<file path="src/rtl/cpu_fetch_sequencer.sv">
// Fetch/execute/settle/next-PC sequencer for the 16-bit CPU datapath.
// Owns the PC and instruction register, strobes the datapath once per instruction.
module cpu_fetch_sequencer #(
  parameter int PC_WIDTH     = 4,
  parameter int DELAY_CYCLES = 4,
  parameter int CNT_WIDTH    = 16
) (
  input  logic                 clk,
  input  logic                 sys_rst,
  input  logic                 run,
  input  logic                 step,
  input  logic [31:0]          inst_data,
  input  logic [3:0]           flags,
  output logic [PC_WIDTH-1:0]  pc,
  output logic [31:0]          inst_reg,
  output logic                 exec_en,
  output logic                 busy,
  output logic                 halted,
  output logic [CNT_WIDTH-1:0] retired
);

  typedef enum logic [2:0] {
    S_IDLE   = 3'd0,
    S_FETCH  = 3'd1,
    S_EXEC   = 3'd2,
    S_SETTLE = 3'd3,
    S_NEXT   = 3'd4,
    S_HALT   = 3'd5
  } state_t;

  localparam logic [4:0] OP_HALT = 5'b11011;
  localparam int CW = (DELAY_CYCLES > 1) ? $clog2(DELAY_CYCLES) : 1;
  localparam logic [CW-1:0] LAST_CNT = (DELAY_CYCLES > 0) ? CW'(DELAY_CYCLES - 1) : '0;

  state_t        state, state_nxt;
  logic [CW-1:0] settle_cnt;
  logic          single_step;
  logic [4:0]    opcode;
  logic          taken;
  logic          last_settle;

  assign opcode      = inst_reg[31:27];
  assign last_settle = (settle_cnt == LAST_CNT);
  assign exec_en     = (state == S_EXEC);
  assign halted      = (state == S_HALT);
  assign busy        = (state != S_IDLE) && (state != S_HALT);

  // flags = {sign, zero, overflow, carry}
  always_comb begin
    // NOTE: every always_comb output gets a default first so no path can infer a latch.
    taken = 1'b0;
    case (opcode)
      5'b10010: taken = 1'b1;
      5'b10011: taken = flags[0];
      5'b10100: taken = ~flags[0];
      5'b10101: taken = flags[3];
      5'b10110: taken = ~flags[3];
      5'b10111: taken = flags[2];
      5'b11000: taken = ~flags[2];
      5'b11001: taken = flags[1];
      5'b11010: taken = ~flags[1];
      default:  taken = 1'b0;
    endcase
  end

  always_comb begin
    state_nxt = state;
    case (state)
      S_IDLE:   if (run || step) state_nxt = S_FETCH;
      S_FETCH:  state_nxt = S_EXEC;
      S_EXEC:   state_nxt = (DELAY_CYCLES == 0) ? S_NEXT : S_SETTLE;
      S_SETTLE: if (last_settle) state_nxt = S_NEXT;
      S_NEXT: begin
        if (opcode == OP_HALT)         state_nxt = S_HALT;
        else if (run && !single_step)  state_nxt = S_FETCH;
        else                           state_nxt = S_IDLE;
      end
      S_HALT:   state_nxt = S_HALT;
      default:  state_nxt = S_IDLE;
    endcase
  end

  // NOTE: sequential state uses non-blocking assignments so every register samples pre-edge values.
  always_ff @(posedge clk) begin
    if (sys_rst) state <= S_IDLE;
    else         state <= state_nxt;
  end

  always_ff @(posedge clk) begin
    if (sys_rst) begin
      pc          <= '0;
      inst_reg    <= '0;
      settle_cnt  <= '0;
      single_step <= 1'b0;
      retired     <= '0;
    end else begin
      case (state)
        // run wins over step when both are present in IDLE
        S_IDLE:   if (run || step) single_step <= ~run;
        S_FETCH:  inst_reg <= inst_data;
        S_SETTLE: settle_cnt <= last_settle ? '0 : settle_cnt + CW'(1);
        S_NEXT: begin
          if (retired != '1) retired <= retired + CNT_WIDTH'(1);
          if (opcode != OP_HALT)
            pc <= taken ? inst_reg[PC_WIDTH-1:0] : pc + PC_WIDTH'(1);
        end
        default: ;
      endcase
    end
  end

endmodule
</file>
<file path="config.mk">
export PLATFORM = sky130hd
export DESIGN_NAME = cpu_fetch_sequencer
export DESIGN_NICKNAME = d
export VERILOG_FILES = /design/src/rtl/cpu_fetch_sequencer.sv
export SDC_FILE = /design/constraint.sdc
export NUM_CORES = 1
export LEC_CHECK = 0
export CAP_MARGIN = 20
export CORE_MARGIN = 4
export CORE_UTILIZATION = 48
export DETAILED_ROUTE_END_ITERATION = 8
export PLACE_DENSITY = 0.86
export SYNTH_ARGS = -nofsm -noshare
export SYNTH_HDL_FRONTEND = slang
export SYNTH_SLANG_ARGS = --single-unit
</file>
<file path="constraint.sdc">
create_clock -name clk -period 3.5 [get_ports clk]
set_clock_uncertainty 0.05 [all_clocks]
set_input_delay 0.7 -clock clk [delete_from_list [all_inputs] [get_ports clk]]
set_output_delay 0.7 -clock clk [all_outputs]
set_load 0.02 [all_outputs]
</file>
# --- After elaboration in Yosys (flattened, before gate mapping) ---
# Cells that the tools add are included.
op_classes:
  bitwise_logic: 5
  add_sub_neg: 3
  multipliers: 0
  eq_ne: 21
  n_div: 0
  muxes: 8
  n_shift: 0
  n_lt_le_gt_ge: 0
  reduce_logical: 10
op_table:
  columns: ["operator", "n"]
  rows:
  - ["5-bit equality test, second input constant", 10]
  - ["3-bit case mux with 6 select lines", 1]
  - ["16-bit by 1-bit adder with 16-bit output, second input constant", 1]
  - ["16-bit inequality test, second input constant", 1]
  - ["3-bit 2-to-1 mux", 3]
  - ["1-bit case mux with 9 select lines", 1]
  - ["2-bit AND reduction", 4]
  - ["3-bit by 2-bit equality test with 1-bit output, second input constant", 2]
  - ["3-bit equality test, second input constant", 2]
  - ["5-bit inequality test, second input constant", 1]
  - ["1-bit inverter", 5]
  - ["4-bit by 1-bit adder with 4-bit output, second input constant", 1]
  - ["4-bit 2-to-1 mux", 1]
  - ["2-bit inequality test, second input constant", 2]
  - ["3-bit by 1-bit equality test with 1-bit output, second input constant", 1]
  - ["3-bit logical NOT", 1]
  - ["3-bit inequality test, second input constant", 1]
  - ["3-bit nonzero test", 1]
  - ["2-bit by 1-bit adder with 2-bit output, second input constant", 1]
  - ["2-bit equality test, second input constant", 1]
  - ["1-bit logical AND", 2]
  - ["2-bit 2-to-1 mux", 1]
  - ["1-bit logical NOT", 1]
  - ["1-bit logical OR", 1]
  - ["1-bit 2-to-1 mux", 1]
word_totals:
  output_inout_bits: 55
  elab_cells: 53
  register_bits: 58
  rom_bits: 0
  memories: 0
  in_bits: 40
  latchBits: 0
  mem_bits_rw: 0

# --- Logic depth before layout (Yosys ltp) ---
# Gate-level depths: netlist of the first run.
depth:
  ltp_word: 5
  mapped_depth: 7
  depth_no_buf: 6

# --- Worst setup path after synthesis of the first run ---
# OpenSTA, ideal clock, no wires.
synth_timing:
  kind: "reg2reg"
  start: "register retired[0]"
  end: "register retired[1]"
  path_slack_ns: 1.600
  setup_time_ns: 0.128
  synth_period_minus_slack_ns: 1.900
  stages_incl_launch_ff: 8
  arrival_ns: 1.722
  n_path_buf: 1
  cell_sequence: "dfxtp_1 > ha_1 > inv_1 > or3_1 > buf_6 > o21ai_2 > mux2i_1 > nor2_1"
synth_between:
  elab_chain_cells: 2
  word_cells_on_any_way: 3
synth_lines:
  columns: ["item", "line", "source"]
  rows:
  - ["start, declared", "19", "output logic [CNT_WIDTH-1:0] retired"]
  - ["start signal, assigned", "103", "if (retired != '1) retired <= retired + CNT_WIDTH'(1);"]
  - ["branches (longest 2 deep; another with 16-bit by 1-bit adder with 16-bit output)", null, null]
# Parallel ways; which one is timed is not known.
# A chain may end at the register's enable or synchronous reset.

# --- Final worst setup path of the first run ---
layout_timing:
  start: "register state[1]"
  end: "output exec_en"
layout_between:
  elab_chain_cells: 1
layout_lines:
  columns: ["item", "line", "source"]
  rows:
  - ["start, declared", "35", "state_t state, state_nxt;"]
  - ["start signal, assigned", "86", "else state <= state_nxt;"]
  - ["3-bit by 2-bit equality test with 1-bit output", "44", "assign exec_en = (state == S_EXEC);"]
  - ["end, declared", "16", "output logic exec_en,"]
# Every way passes these cells.

==> reports/qor.yml, run 1 <==
yosysSeqAreaShare_pct: 45.3
p_leak_nw: 1.35
ir_drop_v: 0.000296
yosysWarningCount: 0
hold_class: "register to register"
num_antenna_cells: 0
outcome: "finished, final reports clean"
reg2reg_from: "state[2]"
ys_ff_latch: 58
critical_path_class: "register to output pin"
path_cells: "inv_1, nor3_1, clkdlybuf4s50_1"
critPathMaxFanout: 10
cts_buffers: 9
hold_buffers: 0
drt_wl_total_um: 6590
synth_area_per_cell_um2: 8.13
synth-xor-area-share_pct: 4.79
std_cell_rows: 26
min_to: "inst_reg[4]"
max_stage_delay_ns: 0.68
synthMuxAreaShare_pct: 1.56
vias: 2505
grt_usage_pct: 20.6
synthAdderAreaFrac_pct: 1.47
crit_family: "buffers and inverters"
synth_compound_area_share_pct: 16.2
grt_max_degree: 59
tns_ns: 0
ant_nets: 0
cts_buffer_depth: 2
path_clk_slew_ns: 0.06
ctsResizeCount: 0
cts.sinks: 58
reg2reg_to: "pc[0]"
drv_slew: 0
drtIter0Drc: 130
worst_pin_slew_ns: 1.04
slew_headroom_pct: 30.5
min_period_ns: 2.66
largest_reg_flops: 32
fin_crit_sh_pct: 75.9
die_h_um: 81.0
clock_latency_ns: 0.32
crit_buf_inv: 2
grt_antenna_before_repair: 0
layout_common_cells: "clkdlybuf4s50_1 (93), nand2_1 (73), dfxtp_1 (58), a21oi_1 (37), nor2_1 (28)"
rsz0062_at_grt: "no"
route.detailed.drc: 0
ys_top_cells_by_area: "dfxtp_1 (45%), nand2_1 (11%), a21oi_1 (7.2%)"
synth_enable_flop_cells: 0
via_per_inst: 5.27
synth_area_leader_cell: "dfxtp_1"
worstRegToRegCells: 4
cellPowerDensity_nw_per_um2: 435
syn-num-nets: 358
synth_top_family_by_area: "simple AND/OR/NAND/NOR gates"
drive_gt1_share_pct: 5.19
io_pins: 95
die_x_um: 81.0
whs_path_depth: 2
fmax_mhz: 377
end_kind: "output pin"
crit_arrival_ns: 1.91
maxCapViolCount: 0
tritoncts: "done"
timing.hold.ws_ns: 0.404
ys.flop_type: "dfxtp_1"
crit_path_start_kind: "register"
grt_pass1_vias: 2329
totalPowerFinal_mw: 1.61
dpl.hpwl_um: 4740
synthCells: 315
synth.distinct_cells: 45
coreArea_um2: 5140
cp_slowest_cell: "clkdlybuf4s50_1"
required_ns: 2.75
synth_top_cell_area_share_pct: 45.3
syn_area_um2: 2560
areaGrowthSynthToFinish_pct: 44.8
final_common_cell: "clkdlybuf4s50_1"
drt-pass1-iter-count: 4
gr-total-overflow: 0
min_from: "inst_reg[4]"
root_buffer: "clkbuf_8"
wl_per_cell_um: 13.9
nNetsFinal: 444
hold_viol: 0
die_area_um2: 6570
cts_max_level: 3
cts_setup_buffers: 0
synth-simple-area-share_pct: 26.6
grt_pass1_wl_um: 10600
io_buffers: 94
rrSetupSlack_ns: 1.03
setup_viol: 0
async_flop_share_pct: 0
start_util_pct: 49.8
place.gp.congestion: 0.755
synthesized netlist by cell type (3+ instances only):
master,number
nand3_1,7
nor2_1,28
o21ai_0,4
a21oi_1,37
and2_1,4
inv_1,4
mux2i_1,4
nand2_1,73
nor2b_1,5
a31oi_1,3
ha_1,3
nand4_1,3
and3_1,5
nor3_1,6
o211ai_1,4
o2111ai_1,6
xor2_1,12
clkbuf_1,16
dfxtp_1,58
power breakdown:
part	leakage [nW]	switching [mW]	internal, mW
registers	0.472	0.0352	0.699
clock network	0.0962	0.242	0.342
logic	0.780	0.150	0.145
total	1.35	0.427	1.19
per-layer routing:
layer | vias to the layer above | share of wire [%] | track usage [%]
met5 | - | 0 | 0
met1 | 1134 | 41 | 23.5
li1 | 1264 | - | -
met2 | 89 | 50 | 35.2
met4 | 0 | 2.9 | 9.46
met3 | 18 | 6.4 | 6.21
stage by stage:
step / utilization [%] / area [um^2] / cells / setup WS (ns)
after global routing: 72.2 / 3710 / 475 / 0.742
after detailed placement: 68.0 / 3500 / 459 / 1.08
final: 72.2 / 3710 / 475 / 0.845
after floorplan: - / 2560 / 315 / 1.60
after global placement: 68.0 / 3500 / 459 / 1.20
after CTS: 71.6 / 3680 / 474 / 0.827
cell families after synthesis:
family,after synthesis
compound gates,67
simple gates,145
flops,58
xor+xnor,14
buf+inv,24
mux,4
fa+ha+maj,3
tightest hold or removal path: cells and delay by family (launching register included):
kind            cells  cell delay (ns)
simple gates        1             0.05
compound gates      1             0.05
flops               1             0.31
area by class of cell:
class / count / area (um^2)
fill: 416 / 1430
timing repair buffer: 95 / 963
multi-input combinational: 233 / 1300
clock buffer: 12 / 145
inverter: 4 / 15.0
clock inverter: 3 / 40.0
sequential: 58 / 1160
tap: 70 / 87.6
worst max-delay path by stage:
| stage | cells past startpoint | startpoint | endpoint | slack, ns |
|---|---|---|---|---|
| after floorplan | 7 | retired[0] | retired[1] | 1.60 |
| after global placement | 4 | state[2] | pc[0] | 1.20 |
| after detailed placement | 4 | state[2] | pc[0] | 1.08 |
| after CTS | 3 | state[1] | exec_en | 0.83 |
| after global routing | 3 | state[1] | exec_en | 0.74 |
| final | 3 | state[1] | exec_en | 0.84 |
No activity file was read; power rests on OpenSTA's default activity.
==> run 2: changes to the inputs <==
CORE_UTILIZATION = 44   (was 48)
PLACE_DENSITY = 0.8   (was 0.86)
clock period = 2.7 ns   (was 3.5 ns; I/O delays follow)
==> run 2 against run 1 <==
- power grew 27%
- die area grew 8.2%
- via count down 1.1%
- sequential cell count unchanged
- largest cell class unchanged
- register-to-register slack worse by 0.39 ns
- worst hold slack worse by 0.0019 ns
- global-route usage down 2.0 points
- critical endpoint is now halted
- count of clock-buffer cells in the layout up 2
- first-iteration DRC count decreased by 20%
==> reports/qor.yml, run 2 (synthesis results as in run 1) <==
fin_ws_ns: 0.252  # was 0.845 ns
wl_per_cell_um: 13.2  # was 13.9 um
fin_area_um2: 3710  # about the same
largest_reg_flops: 32  # unchanged
worst_pin_slew_ns: 0.592  # was 1.04 ns
drt_wl_total_um: 6360  # was 6590 um
via_per_inst: 5.15  # was 5.27
fin_cells: 481  # was 475
path_cells: "nor2b_1, and2_1, clkdlybuf4s50_1"  # was inv_1, nor3_1, clkdlybuf4s50_1
cp_slowest_cell: "clkdlybuf4s50_1"  # unchanged
dp_slack_ns: 0.543  # was 1.08 ns
hold_class: "register to register"  # unchanged
critical_path_class: "register to output pin"  # unchanged
fin_crit_sh_pct: 90.7
num_antenna_cells: 0  # unchanged
cts_max_level: 3  # unchanged
hold_buffers: 0  # unchanged
io_buffers: 94  # unchanged
cts_setup_buffers: 0  # unchanged
die_h_um: 84.3  # was 81.0 um
end_kind: "output pin"  # unchanged
route.detailed.drc: 0  # unchanged
rsz0062_at_grt: "no"  # unchanged
grt_antenna_before_repair: 0  # unchanged
drt-pass1-iter-count: 4  # unchanged
p_leak_nw: 1.35  # about the same
areaGrowthSynthToFinish_pct: 44.9  # was 44.8%
nFillCells: 473  # was 416
critPathMaxFanout: 12  # was 10
tritoncts: "done"  # unchanged
crit_path_start_kind: "register"  # unchanged
slew_headroom_pct: 60.1  # was 30.5%
root_buffer: "clkbuf_8"  # unchanged
cts.sinks: 58  # unchanged
totalPowerFinal_mw: 2.06  # was 1.61 mW
crit_family: "buffers and inverters"  # unchanged
drv_slew: 0  # unchanged
grt_usage_pct: 18.6  # was 20.6%
ir_drop_v: 0.000392  # was 0.000296 V
final_common_cell: "clkdlybuf4s50_1"  # unchanged
place_area_um2: 3530  # was 3500 um^2
multi_input_area_um2: 1300  # unchanged
hold_viol: 0  # unchanged
cts_buffer_depth: 2  # unchanged
min_from: "inst_reg[8]"  # was inst_reg[4]
place.gp.congestion: 0.789  # was 0.755
grt_max_degree: 59  # unchanged
drive_gt1_share_pct: 6.11  # was 5.19%
cellPowerDensity_nw_per_um2: 554  # was 435 nW/um^2
cts_buffers: 9  # unchanged
die_area_um2: 7110  # was 6570 um^2
dpl.hpwl_um: 4620  # was 4740 um
path_clk_slew_ns: 0.06  # about the same
tns_ns: 0  # unchanged
drtIter0Drc: 104  # was 130
timing.hold.ws_ns: 0.402  # was 0.404 ns
layout_common_cells: "clkdlybuf4s50_1 (93), nand2_1 (73), dfxtp_1 (58), a21oi_1 (37), nor2_1 (28)"  # unchanged
min_period_ns: 2.45
reg2reg_from: "state[2]"  # unchanged
nNetsFinal: 447  # was 444
grt_pass1_vias: 2340  # was 2329
dpl.cell_count: 465  # was 459
std_cell_rows: 27  # was 26
grt_pass1_wl_um: 10800  # was 10600 um
setup_viol: 0  # unchanged
ant_nets: 0  # unchanged
required_ns: 2.11  # was 2.75 ns
io_pins: 95  # unchanged
die_x_um: 84.3  # was 81.0 um
ctsResizeCount: 0  # unchanged
final_util_pct: 66.6  # was 72.2%
crit_arrival_ns: 1.86  # was 1.91 ns
coreArea_um2: 5570  # was 5140 um^2
maxCapViolCount: 0  # unchanged
crit_buf_inv: 1  # was 2
max_stage_delay_ns: 0.62  # was 0.68 ns
fmax_mhz: 408
vias: 2478  # was 2505
outcome: "finished, final reports clean"  # unchanged
clock_latency_ns: 0.33  # was 0.32 ns
gr-total-overflow: 0  # unchanged
start_util_pct: 45.9  # was 49.8%
worstSetupStartpoint: "state[2]"  # was state[1]
ff_latch_area_um2: 1160  # unchanged
## run 2: layer usage
| layer | share of wire [%] | track usage (%) | vias up |
|---|---|---|---|
| li1 | - | - | 1269 |
| met1 | 41 | 21.2 | 1132 |
| met2 | 49 | 30.9 | 71 |
| met3 | 8.2 | 8.54 | 6 |
| met4 | 1.0 | 5.99 | 0 |
| met5 | 0 | 0 | - |
## run 2: worst paths after layout
path         slack, ns           to  depth (start not counted)
max               0.25       halted                          3
min               0.40  inst_reg[8]                          2
max reg2reg       0.64        pc[0]                          4
min reg2reg       0.40  inst_reg[8]                          2
## run 2: worst min-delay path, cell delays in order (launching register included)
cell and delay [ns]:
dfxtp_1 0.31, nand2_1 0.05, a21oi_1 0.05
## run 2: power by group
group | switching (mW) | internal, mW | total (mW)
logic | 0.191 | 0.183 | 0.374
clock network | 0.325 | 0.406 | 0.731
registers | 0.0459 | 0.906 | 0.952
total | 0.562 | 1.49 | 2.06
## run 2: final cells by class
cell class,count,area share [%]
Clock buffer,14,4.65
Clock inverter,2,0.270
Inverter,4,0.405
Multi-Input combinational cell,233,34.9
Sequential cell,58,31.3
Tap cell,72,2.43
Timing Repair Buffer,98,26.0
==> run 3: changes to the inputs <==
CAP_MARGIN = not set   (was 20)
==> results of run 3 <==
Same layout as run 2: the final DEF is identical, and so are final timing and power.
==> RTL change (config.mk and constraints of run 3) <==
Make the reset (`sys_rst`) asynchronous in 2 clocked blocks.
--- a/src/rtl/cpu_fetch_sequencer.sv
+++ b/src/rtl/cpu_fetch_sequencer.sv
@@ -82,10 +82,10 @@
 
   // NOTE: sequential state uses non-blocking assignments so every register samples pre-edge values.
-  always_ff @(posedge clk) begin
+  always_ff @(posedge clk or posedge sys_rst) begin
     if (sys_rst) state <= S_IDLE;
     else         state <= state_nxt;
   end
 
-  always_ff @(posedge clk) begin
+  always_ff @(posedge clk or posedge sys_rst) begin
     if (sys_rst) begin
       pc          <= '0;
Function: differs if sys_rst is asserted again (counterexample within 4 cycles, from zero or initial values and one cycle with sys_rst high); with sys_rst held inactive, the same outputs for 10 cycles.
==> RTL change against run 3 <==
Setup slack better by 0.054 ns; first-iteration DRC count fell by 60%; final area grew 4.7%; register-to-register slack gained 0.19 ns; synthesized cell count shrank 30%; wire length decreased by 8.8%; sequential cell count did not move; cell count is 17% lower; synthesized area up 4.3%; maximum frequency rose by 2.2%.
Power is not compared: it rests on default switching activity, and its combinational part moved more than twofold at a synthesized area within 25%.
==> RTL change: results (changes against run 3) <==
status=finished clean (unchanged); clk_lat worst skew=0.33 ns (about the same); reg2reg start=retired[0]$_DFFE_PP0P_ (was state[2]$_SDFFE_PP0P_); mux cell area share after synthesis=0.147 (was 0.0156); Arr. time, crit path=1.80 ns (was 1.86 ns); leak pwr=1.64 nW; hold buffers post-CTS=0 (unchanged); GRT Resource Usage Total=0.169 (was 0.186); initial antenna violation count=0 (unchanged); CP max FO=12 (unchanged); Worst path max stage delay=0.62 ns (about the same); crit path from=state[0]$_DFFE_PP0P_ (was state[2]$_SDFFE_PP0P_); worst hold-check path type=flop to flop (unchanged); Cells after DPL=385 (was 465); Ys Warns=0 (unchanged); Clock Tree Buf Depth=2 (unchanged); sequential area share after synthesis=0.543 (was 0.453); global-route wire length before repair=9.80 mm (was 10.8 mm); CTS clock-pin slew for the worst setup and hold paths=0.06 ns (about the same); nets=364 (was 447); DRT iter0 DRCs=42 (was 104); worst hold path startpoint=inst_reg[6]$_DFFE_PP0P_ (was inst_reg[8]$_SDFFE_PP0P_); Detail Placement HPWL=4.35 mm (was 4.62 mm); Crit-path slowest cell=dfrtp_1 (was clkdlybuf4s50_1); Final GP Congestion=0.721 (was 0.789); number of diodes=0 (unchanged); share of layout cells above drive strength 1=0.172 (was 0.0611); Post-Synth XOR/XNOR Area=0.0426 (was 0.0479); drt pass-1 iters=4 (unchanged); Synth Area in Adders=0.0140 (was 0.0147); largest net degree at the start of global routing=36 (was 59); Non-Filler Instances=401 (was 481); Syn Nets=263 (was 358); setup bufs post-CTS=0 (unchanged); Gate Count Post-Synth=220 (was 315); Async SR Flop Fraction=1.00 (was 0); DR WL/cell=14.5 µm (was 13.2 µm); TritonCTS Buffers=9 (unchanged); IR drop worst, VDD=0.705 mV; PortBufs=94 (unchanged); Post-synth top cells=dfrtp_1 (58), mux2_2 (25), nand2_1 (18), nor2_1 (10), nand3_1 (9) (was nand2_1 (73), dfxtp_1 (58), a21oi_1 (37), nor2_1 (28), clkbuf_1 (16)); Tightest Pin Transition=0.571 ns (was 0.592 ns); Synth Area in Compound Gates=0.0796 (was 0.162); DP Area=3700 µm² (was 3530 µm²); via count=2,077 (was 2,478); post-synth cell types=42 (was 45); top post-synthesis cells by area=dfrtp_1 (54%), mux2_2 (11%), mux2_1 (3.4%) (was dfxtp_1 (45%), nand2_1 (11%), a21oi_1 (7.2%))
==> RTL change: cells by family (layout without fill, tap and decap cells) <==
logic type / after synthesis / count (layout)
mux: 35 / 35
flops: 58 / 58
fa+ha+maj: 3 / 3
buf+inv: 16 / 122
xor+xnor: 13 / 13
compound gates: 29 / 29
simple gates: 66 / 66
==> RTL change: metal layers <==
layer / up-vias / track usage / routed length, µm
met5: - / 0 / 0
met4: 0 / 0.0777 / 112
met3: 12 / 0.0720 / 597
met2: 83 / 0.262 / 2630
met1: 997 / 0.205 / 2460
li1: 985 / - / -
==> RTL change: layout make-up <==
cell class	instances	area, µm²
Multi-Input combinational cell	146	1150
Clock buffer	14	173
Tap cell	75	93.8
Timing Repair Buffer	97	976
Fill cell	476	2040
Clock inverter	2	10.0
Inverter	9	33.8
Sequential cell	58	1450
==> RTL change: worst max-delay path: cells and delay by family, from the launching register on <==
| kind | cells | cell delay [ns] |
|---|---|---|
| buffers and inverters | 2 | 0.64 |
| DFF | 1 | 0.62 |
| and+or+nand+nor | 1 | 0.20 |
==> RTL change: where the power goes <==
| part | switching, mW | internal [mW] |
|---|---|---|
| clock | 0.320 | 0.406 |
| sequential | 0.287 | 1.19 |
| combinational | 0.847 | 0.996 |
| total | 1.45 | 2.60 |
==> RTL change: stage by stage <==
stage | worst slack (ns) | hold slack, ns
4_1_cts | 0.294 | 0.439
3_3_place_gp | 0.646 | 0.417
3_5_place_dp | 0.568 | 0.425
6_report | 0.305 | 0.431
2_1_floorplan | 0.682 | 0.430
5_1_grt | 0.200 | 0.451
==> RTL change: worst paths after layout <==
path,end,slack (ns),cells after the start
worst max-delay path,exec_en,0.31,3
worst min-delay path,inst_reg[6]$_DFFE_PP0P_,0.43,1
worst max register to register,retired[12]$_DFFE_PP0P_,0.83,6
worst min register to register,inst_reg[6]$_DFFE_PP0P_,0.43,1
max in group asynchronous,inst_reg[23]$_DFFE_PP0P_,1.50,3
min in group asynchronous,inst_reg[25]$_DFFE_PP0P_,0.52,2
